===== src/rtl/imem_boot_loader.sv =====
// imem_boot_loader
//   Streams a program image into instruction memory and holds the core in
//   reset until the image is complete. It replaces a simulation-only preload,
//   so the same image path works on hardware.
//
//   Stream format: N[7:0], N[15:8], then 4*N data bytes, with the least
//   significant byte of each word first. Words are written to addresses
//   0..N-1 in order.
//
// Ports
//   clk, reset          rising-edge clock; synchronous active-high reset
//   start               load request; honoured in IDLE, DONE or ERROR
//   rx_data/valid/ready byte stream handshake (accept = valid && ready)
//   imem_we/addr/wdata  one-cycle instruction-memory write per word
//   core_reset          core reset; low only in DONE
//   busy/done/error     status flags (LEN_LO/LEN_HI/DATA, DONE, ERROR)
//
//   All outputs are registered.
module imem_boot_loader #(
    parameter int ADDR_WIDTH = 6
) (
    input  logic                  clk,
    input  logic                  reset,
    input  logic                  start,
    input  logic [7:0]            rx_data,
    input  logic                  rx_valid,
    output logic                  rx_ready,
    output logic                  imem_we,
    output logic [ADDR_WIDTH-1:0] imem_addr,
    output logic [31:0]           imem_wdata,
    output logic                  core_reset,
    output logic                  busy,
    output logic                  done,
    output logic                  error
);

    localparam logic [16:0] DEPTH = 17'(1) << ADDR_WIDTH;

    typedef enum logic [2:0] {
        S_IDLE,
        S_LEN_LO,
        S_LEN_HI,
        S_DATA,
        S_DONE,
        S_ERROR
    } state_t;

    state_t                r_state;
    logic [15:0]           r_len;
    logic [ADDR_WIDTH-1:0] r_word_idx;
    logic [1:0]            r_byte_idx;
    logic [23:0]           r_asm;       // the low three bytes of the word being assembled
    logic                  r_last;      // the final word's write cycle is in progress

    logic                  r_rx_ready;
    logic                  r_we;
    logic [ADDR_WIDTH-1:0] r_addr;
    logic [31:0]           r_wdata;
    logic                  r_core_reset;
    logic                  r_busy;
    logic                  r_done;
    logic                  r_error;

    logic                  w_accept;
    logic [15:0]           w_len;
    logic                  w_last_word;

    assign w_accept    = rx_valid && r_rx_ready;
    assign w_len       = {rx_data, r_len[7:0]};
    assign w_last_word = (16'(r_word_idx) == (r_len - 16'd1));

    always_ff @(posedge clk) begin
        if (reset) begin
            r_state      <= S_IDLE;
            r_len        <= '0;
            r_word_idx   <= '0;
            r_byte_idx   <= '0;
            r_asm        <= '0;
            r_last       <= 1'b0;
            r_rx_ready   <= 1'b0;
            r_we         <= 1'b0;
            r_addr       <= '0;
            r_wdata      <= '0;
            r_core_reset <= 1'b1;
            r_busy       <= 1'b0;
            r_done       <= 1'b0;
            r_error      <= 1'b0;
        end else begin
            // Write strobe is a single-cycle pulse; address and data hold.
            r_we <= 1'b0;

            case (r_state)
                S_IDLE, S_DONE, S_ERROR: begin
                    if (start) begin
                        r_state      <= S_LEN_LO;
                        r_rx_ready   <= 1'b1;
                        r_busy       <= 1'b1;
                        r_done       <= 1'b0;
                        r_error      <= 1'b0;
                        r_core_reset <= 1'b1;
                    end
                end

                S_LEN_LO: begin
                    if (w_accept) begin
                        r_len[7:0] <= rx_data;
                        r_state    <= S_LEN_HI;
                    end
                end

                S_LEN_HI: begin
                    if (w_accept) begin
                        r_len[15:8] <= rx_data;
                        if (w_len == 16'd0) begin
                            r_state      <= S_DONE;
                            r_rx_ready   <= 1'b0;
                            r_busy       <= 1'b0;
                            r_done       <= 1'b1;
                            r_core_reset <= 1'b0;
                        end else if (17'(w_len) > DEPTH) begin
                            r_state    <= S_ERROR;
                            r_rx_ready <= 1'b0;
                            r_busy     <= 1'b0;
                            r_error    <= 1'b1;
                        end else begin
                            r_state    <= S_DATA;
                            r_word_idx <= '0;
                            r_byte_idx <= '0;
                            r_last     <= 1'b0;
                        end
                    end
                end

                S_DATA: begin
                    if (r_last) begin
                        // Release the core only after the final write cycle,
                        // so a write never overlaps the release.
                        r_state      <= S_DONE;
                        r_last       <= 1'b0;
                        r_busy       <= 1'b0;
                        r_done       <= 1'b1;
                        r_core_reset <= 1'b0;
                    end else if (w_accept) begin
                        r_byte_idx <= r_byte_idx + 2'd1;
                        case (r_byte_idx)
                            2'd0: r_asm[7:0]   <= rx_data;
                            2'd1: r_asm[15:8]  <= rx_data;
                            2'd2: r_asm[23:16] <= rx_data;
                            default: begin
                                // The fourth byte goes straight to the write
                                // data, so it never has to sit in r_asm.
                                r_we       <= 1'b1;
                                r_addr     <= r_word_idx;
                                r_wdata    <= {rx_data, r_asm};
                                r_word_idx <= r_word_idx + 1'b1;
                                if (w_last_word) begin
                                    r_last     <= 1'b1;
                                    r_rx_ready <= 1'b0;
                                end
                            end
                        endcase
                    end
                end

                default: r_state <= S_IDLE;
            endcase
        end
    end

    assign rx_ready   = r_rx_ready;
    assign imem_we    = r_we;
    assign imem_addr  = r_addr;
    assign imem_wdata = r_wdata;
    assign core_reset = r_core_reset;
    assign busy       = r_busy;
    assign done       = r_done;
    assign error      = r_error;

endmodule


===== config.mk =====
export PLATFORM = sky130hd
export DESIGN_NAME = imem_boot_loader
export DESIGN_NICKNAME = d
export VERILOG_FILES = /design/src/rtl/imem_boot_loader.sv
export SDC_FILE = /design/constraint.sdc
export NUM_CORES = 1
export LEC_CHECK = 0
export ABC_AREA = 1
export CAP_MARGIN = 0
export CORE_MARGIN = 8
export CORE_UTILIZATION = 49
export CTS_CLUSTER_DIAMETER = 50
export CTS_CLUSTER_SIZE = 16
export DETAILED_ROUTE_END_ITERATION = 10
export GPL_TIMING_DRIVEN = 0
export PLACE_DENSITY_LB_ADDON = 0.08
export REMOVE_ABC_BUFFERS = 1
export SLEW_MARGIN = 10
export SYNTH_ARGS = -nofsm -noshare
export SYNTH_HDL_FRONTEND = slang
export SYNTH_SLANG_ARGS = --single-unit

===== constraint.sdc =====
create_clock -name clk -period 1.8 [get_ports clk]
set_clock_uncertainty 0.15 [all_clocks]
set_input_delay 0.36 -clock clk [delete_from_list [all_inputs] [get_ports clk]]
set_output_delay 0.36 -clock clk [all_outputs]
set_load 0.1 [all_outputs]

==> After elaboration in Yosys (flattened, before gate mapping) <==
Cells that the tools add are included.
W data, S select, Z words.
{ "totals": {"reg_bits": 96, "out_inout_bits": 44} }
{ "classes": {"add_sub_neg": 3, "n_lt_le_gt_ge": 1, "eq_ne": 21, "n_mux": 52, "bitwise": 4, "n_reduce_logical": 24} }
{ "ops": {"columns": ["cell", "count"], "rows": [
  ["$mux W6", 6],
  ["$mux W1", 26],
  ["$ne A2 B2 Y1 const B", 12],
  ["$reduce_and A4 Y1", 6],
  ["$mux W3", 6],
  ["$eq A6 B16 Y1", 1],
  ["$gt A16 B7 Y1 const B", 1],
  ["$logic_not A16 Y1", 1],
  ["$sub A16 B1 Y16 const B", 1],
  ["$reduce_and A5 Y1", 3],
  ["$pmux W1 S3", 4],
  ["$pmux W3 S4", 1],
  ["$pmux W6 S2", 1],
  ["$mux W2", 5],
  ["$reduce_and A8 Y1", 1],
  ["$reduce_and A7 Y1", 1],
  ["$add A6 B1 Y6 const B", 1],
  ["$eq A3 B2 Y1 const B", 2],
  ["$eq A3 B3 Y1 const B", 2],
  ["$reduce_and A6 Y1", 1],
  ["$reduce_or A3 Y1", 2],
  ["$not A1 Y1", 4],
  ["$pmux W1 S2", 2],
  ["$pmux W2 S2", 1],
  ["other kinds (12)", 14]
]} }

==> Longest topological paths before layout <==
{ "depth": {"ltp_word": 7, "ltp_mapped": 15, "ltp_nobuf": 15} }

==> Least setup slack after synthesis <==
No wires, ideal clock.
{ "synth_path": {"path_kind": "flip-flop to flip-flop", "start": "register r_rx_ready, in the netlist rx_ready", "end": "register r_wdata[10], in the netlist imem_wdata[10]", "t_arrival_ns": 2.273, "setup_slack_ns": -0.741, "stages_incl_launch_ff": 9, "path_cell_list": "dfxtp_1 nand2_1 nor2_1 inv_1 nor3_4 inv_2 clkbuf_1 nor2_1 nor2_1"} }
{ "synth_via": {"elab_chain_cells": 2} }
{ "synth_lines": {"columns": ["item", "line", "rtl"], "rows": [
  ["start, declared", "55", "logic r_rx_ready;"],
  ["start signal, assigned", "80", "r_rx_ready <= 1'b0;"],
  ["start signal, assigned", "96", "r_rx_ready <= 1'b1;"],
  ["start signal, assigned", "116", "r_rx_ready <= 1'b0;"],
  ["$logic_and A1 B1 Y1", "68", "assign w_accept = rx_valid && r_rx_ready;"],
  ["$reduce_and A4 Y1 (no source line)", null, null],
  ["end signal, assigned", "154", "r_wdata <= {rx_data, r_asm};"],
  ["end, declared", "58", "logic [31:0] r_wdata;"]
]} }
No other way between the ends.
A chain may end at the register's enable or synchronous reset.

==> Final worst setup path <==
{ "layout_path": {"start": "register r_len[1]", "end": "register r_word_idx[2]"} }
{ "layout_via": {"elab_chain_cells": 3, "elab_cells_between_ends": 5} }
{ "layout_lines": {"columns": ["item", "line", "rtl"], "rows": [
  ["start, declared", "49", "logic [15:0] r_len;"],
  ["start signal, assigned", "106", "r_len[7:0] <= rx_data;"],
  ["$gt A16 B7 Y1 / $logic_not A16 Y1 (equally long branches)", "120, 114", null],
  ["$ne A2 B2 Y1 (no source line)", null, null],
  ["$reduce_and A7 Y1 (no source line) *", null, null],
  ["end signal, assigned", "155", "r_word_idx <= r_word_idx + 1'b1;"],
  ["end, declared", "50", "logic [ADDR_WIDTH-1:0] r_word_idx;"]
]} }
Mark *: on every way between the ends. The rest lies on a longest branch, timed or not.

==> flow_summary_export.csv <==
group,metric,value,unit
setup_path,rr_worst_depth,12,
timing,fin_tns_setup,-1.28,ns
clock_network,htreeDepth,3,
global_routing,grt_max_degree,61,
die,die_y,109,µm
timing,relSlewSlack,56.0,%
detailed_routing,first_pass_iters,6,
detailed_routing,ant_nets,0,
timing,finalCriticalPeriod,1.95,ns
placed_design,portBuffers,55,
yosys,yosysWarnings,0,
yosys,synthesis.instances,594,
timing,finalCritPeriodShare,108,%
global_routing,grt.busiest_layer,"met2",
timing,final_max_slew_viol_count,0,
clock_network,tritoncts,"yes",
layout,area.growth.synth_to_final,28.2,%
global_routing,grt_pass1_wl,18900,µm
clock_network,cts_made_buffers,9,
layout,n_fill_cell,798,
timing,fmax,512,MHz
global_routing,use_met1,24.6,%
clock_network,path_clk_slew,0.10,ns
global_routing,grtUsageMet3,3.84,%
timing,worstMarginPinSlew,0.660,ns
yosys,ys.flop_type,"dfxtp_1",
die,io_pins,56,
clock_network,cts.sinks,96,
outcome,violations,"negative setup slack",
pwr,clockPowerShare,25.8,%
timing,finalWorstSetupSlack,-0.152,ns
clock_network,clockBufferDepth,2,
timing,setup_viol,10,
global_routing,met2_usage,33.3,%
pwr,p_per_area,1070,nW/µm²
clock_network,root_buffer,"clkbuf_8",
yosys,synthTopCellsByCount,"100 x nand2_1, 100 x nor2_1, 96 x dfxtp_1",
yosys,synthDistinctLibCells,25,
detailed_routing,drt-total-wl,11900,µm
pwr,sequentialPowerShare,40.8,%
global_routing,grtUsageTotal,20.0,%
setup_path,cp_max_fo,5,
pwr,combPwrFrac,33.4,%
placed_design,gp_congestion,0.845,
setup_path,path_class,"reg -> reg",
worst_hold_path,hold_class,"reg -> reg",
global_routing,antenna_found_initial,0,
die,die_area,11800,µm²
yosys,synth_top_cell_by_area,"dfxtp_1",
setup_path,reg2reg_slack,-0.15,ns
die,die_w,109,µm
die,start_util,49.4,%
outcome,run_status,"complete, but fails checks",
pwr,power,5.75,mW
setup_path,worst_setup_path_start_kind,"flip-flop",
setup_path,arrival,2.10,ns
detailed_routing,num_vias,4117,
pwr,p_sw_share,38.9,%
worst_hold_path,hold_depth,2,
die,core_area,8510,µm²
global_routing,grt_pass1_vias,4001,
pwr,ir_drop,513,µV
yosys,ys_ff_latch,96,
detailed_routing,post_drt_via_cell_ratio,5.26,
timing,hold_viol,0,
yosys,synth_top_area_share,45.7,%
setup_path,end_kind,"flip-flop",
layout,nNetsFinal,687,
pwr,p_sw,2.23,mW
yosys,synth_edf_count,0,
yosys,syn_area_per_cell,7.08,µm²
detailed_routing,drtIter0Drc,241,
pwr,p_int,3.52,mW
pwr,p_leak,2.48,nW
die,placementRows,34,
timing,rsz0062_at_grt,"true",
clock_network,clkLatencyLatePin,0.37,ns
setup_path,required,1.95,ns
layout,drive_above_1_share,25.7,%
yosys,yosysSeqAreaShare,45.7,%
layout,antenna_cells,0,
run,drv_cap,0,
placed_design,dp_hpwl,7330,µm
detailed_routing,drc,0,
global_routing,grt-ovfl-total,0,
detailed_routing,wire_per_inst,15.2,µm
yosys,synth_area,4210,µm²
yosys,synth-async-reset-ratio,0,%
yosys,ys_top_cells_by_area,"dfxtp_1 46%, o21ai_0 9.5%, nand2_1 8.9%",
## timing repair
item / in CTS / in global routing
setup buffers: 22 / 8
gates cloned: 0 / 4
endpoints found under the setup margin: 140 / 134
resized for setup: 190 / 114
pin swaps: 22 / 23
hold buffers: 0 / 0
## metal layers
layer  part of all wire [%]  wire length [µm]  vias up
li1                       -                 -     2063
met1                     43              5120     1925
met2                     50              5950      107
met3                    4.9               581       22
met4                    2.0               242        0
met5                      0                 0        -
## sequential cells by signal (all words and copies together), names as in the netlist, 2 cells and up
| register | count |
|---|---|
| r_word_idx | 6 |
| r_asm | 24 |
| r_len | 16 |
| r_state | 3 |
| r_byte_idx | 2 |
| imem_wdata | 32 |
| imem_addr | 6 |
## worst paths after layout
check             start       endpoint
max reg2reg    r_len[1]  r_word_idx[2]
min reg2reg  r_state[0]     r_state[0]
min          r_state[0]     r_state[0]
max            r_len[1]  r_word_idx[2]
## cells in the final DEF (no fill, tap or decap), types with 4 or more instances in the layout
cell type,netlist,routed
nand2_4,0,5
clkbuf_8,0,9
inv_4,0,6
nand2_1,100,91
buf_2,7,31
inv_2,13,13
xor2_1,6,5
o21ai_1,7,12
dfxtp_2,0,8
clkdlybuf4s50_1,0,8
clkdlybuf4s18_2,0,12
clkinvlp_4,0,8
nor2_2,7,11
dfxtp_1,96,88
nand2_2,3,7
ha_1,6,5
buf_4,4,22
nor2_4,1,13
inv_1,48,38
nand3_1,25,21
o21ai_0,80,75
a21oi_1,66,62
a21oi_2,0,4
nor2_1,100,85
buf_6,0,4
## cell families after synthesis
kind of cell / share of synthesized area (%)
and+or+nand+nor: 23.9
xor gates and xnor gates: 1.25
buffers and inverters: 8.24
AOI/OAI and AO/OA: 19.2
adders and majority gates: 1.78
DFF: 45.7
## metrics by stage
step                std cells  util (%)  hold slack [ns]  worst slack (ns)  area [µm²]
floorplan                 570         -            0.279             -1.53        4090
global placement          733      56.2            0.302             -2.14        4780
detailed placement        736      56.7            0.315             -1.03        4820
CTS                       773      62.9            0.329            -0.155        5350
global route              782      63.4            0.357            -0.280        5390
finish                    782      63.4            0.323            -0.152        5390
## critical path: stages (launching register included)
cell	delay, ns
dfxtp_2	0.35
inv_2	0.08
ha_4	0.15
nand2_4	0.07
o21ai_2	0.14
nand2_1	0.08
nor2_2	0.12
nand2_1	0.09
nand2_1	0.08
inv_2	0.07
nor3_4	0.26
nand3_1	0.13
a21oi_2	0.12
## power groups by stage
stage / logic, mW / clock network, mW / registers, mW
finish: 1.92 / 1.49 / 2.34
CTS: 1.73 / 1.50 / 2.33
detailed placement: 1.56 / 0 / 2.37
floorplan: 0.948 / 0 / 2.61
global route: 2.12 / 1.60 / 2.36
global placement: 1.52 / 0 / 2.36
## cell type report
class / instances / area (µm²) / share of cell area [%]
repair buffers: 84 / 662 / 12.3
clock buffers: 10 / 128 / 2.37
inverters: 62 / 264 / 4.90
clock inverters: 6 / 76.3 / 1.42
well taps: 108 / 135 / 2.51
multi-input cells: 413 / 2170 / 40.3
repair inverters: 3 / 22.5 / 0.418
flip-flops and latches: 96 / 1930 / 35.8
No activity file was read; power rests on OpenSTA's default activity.
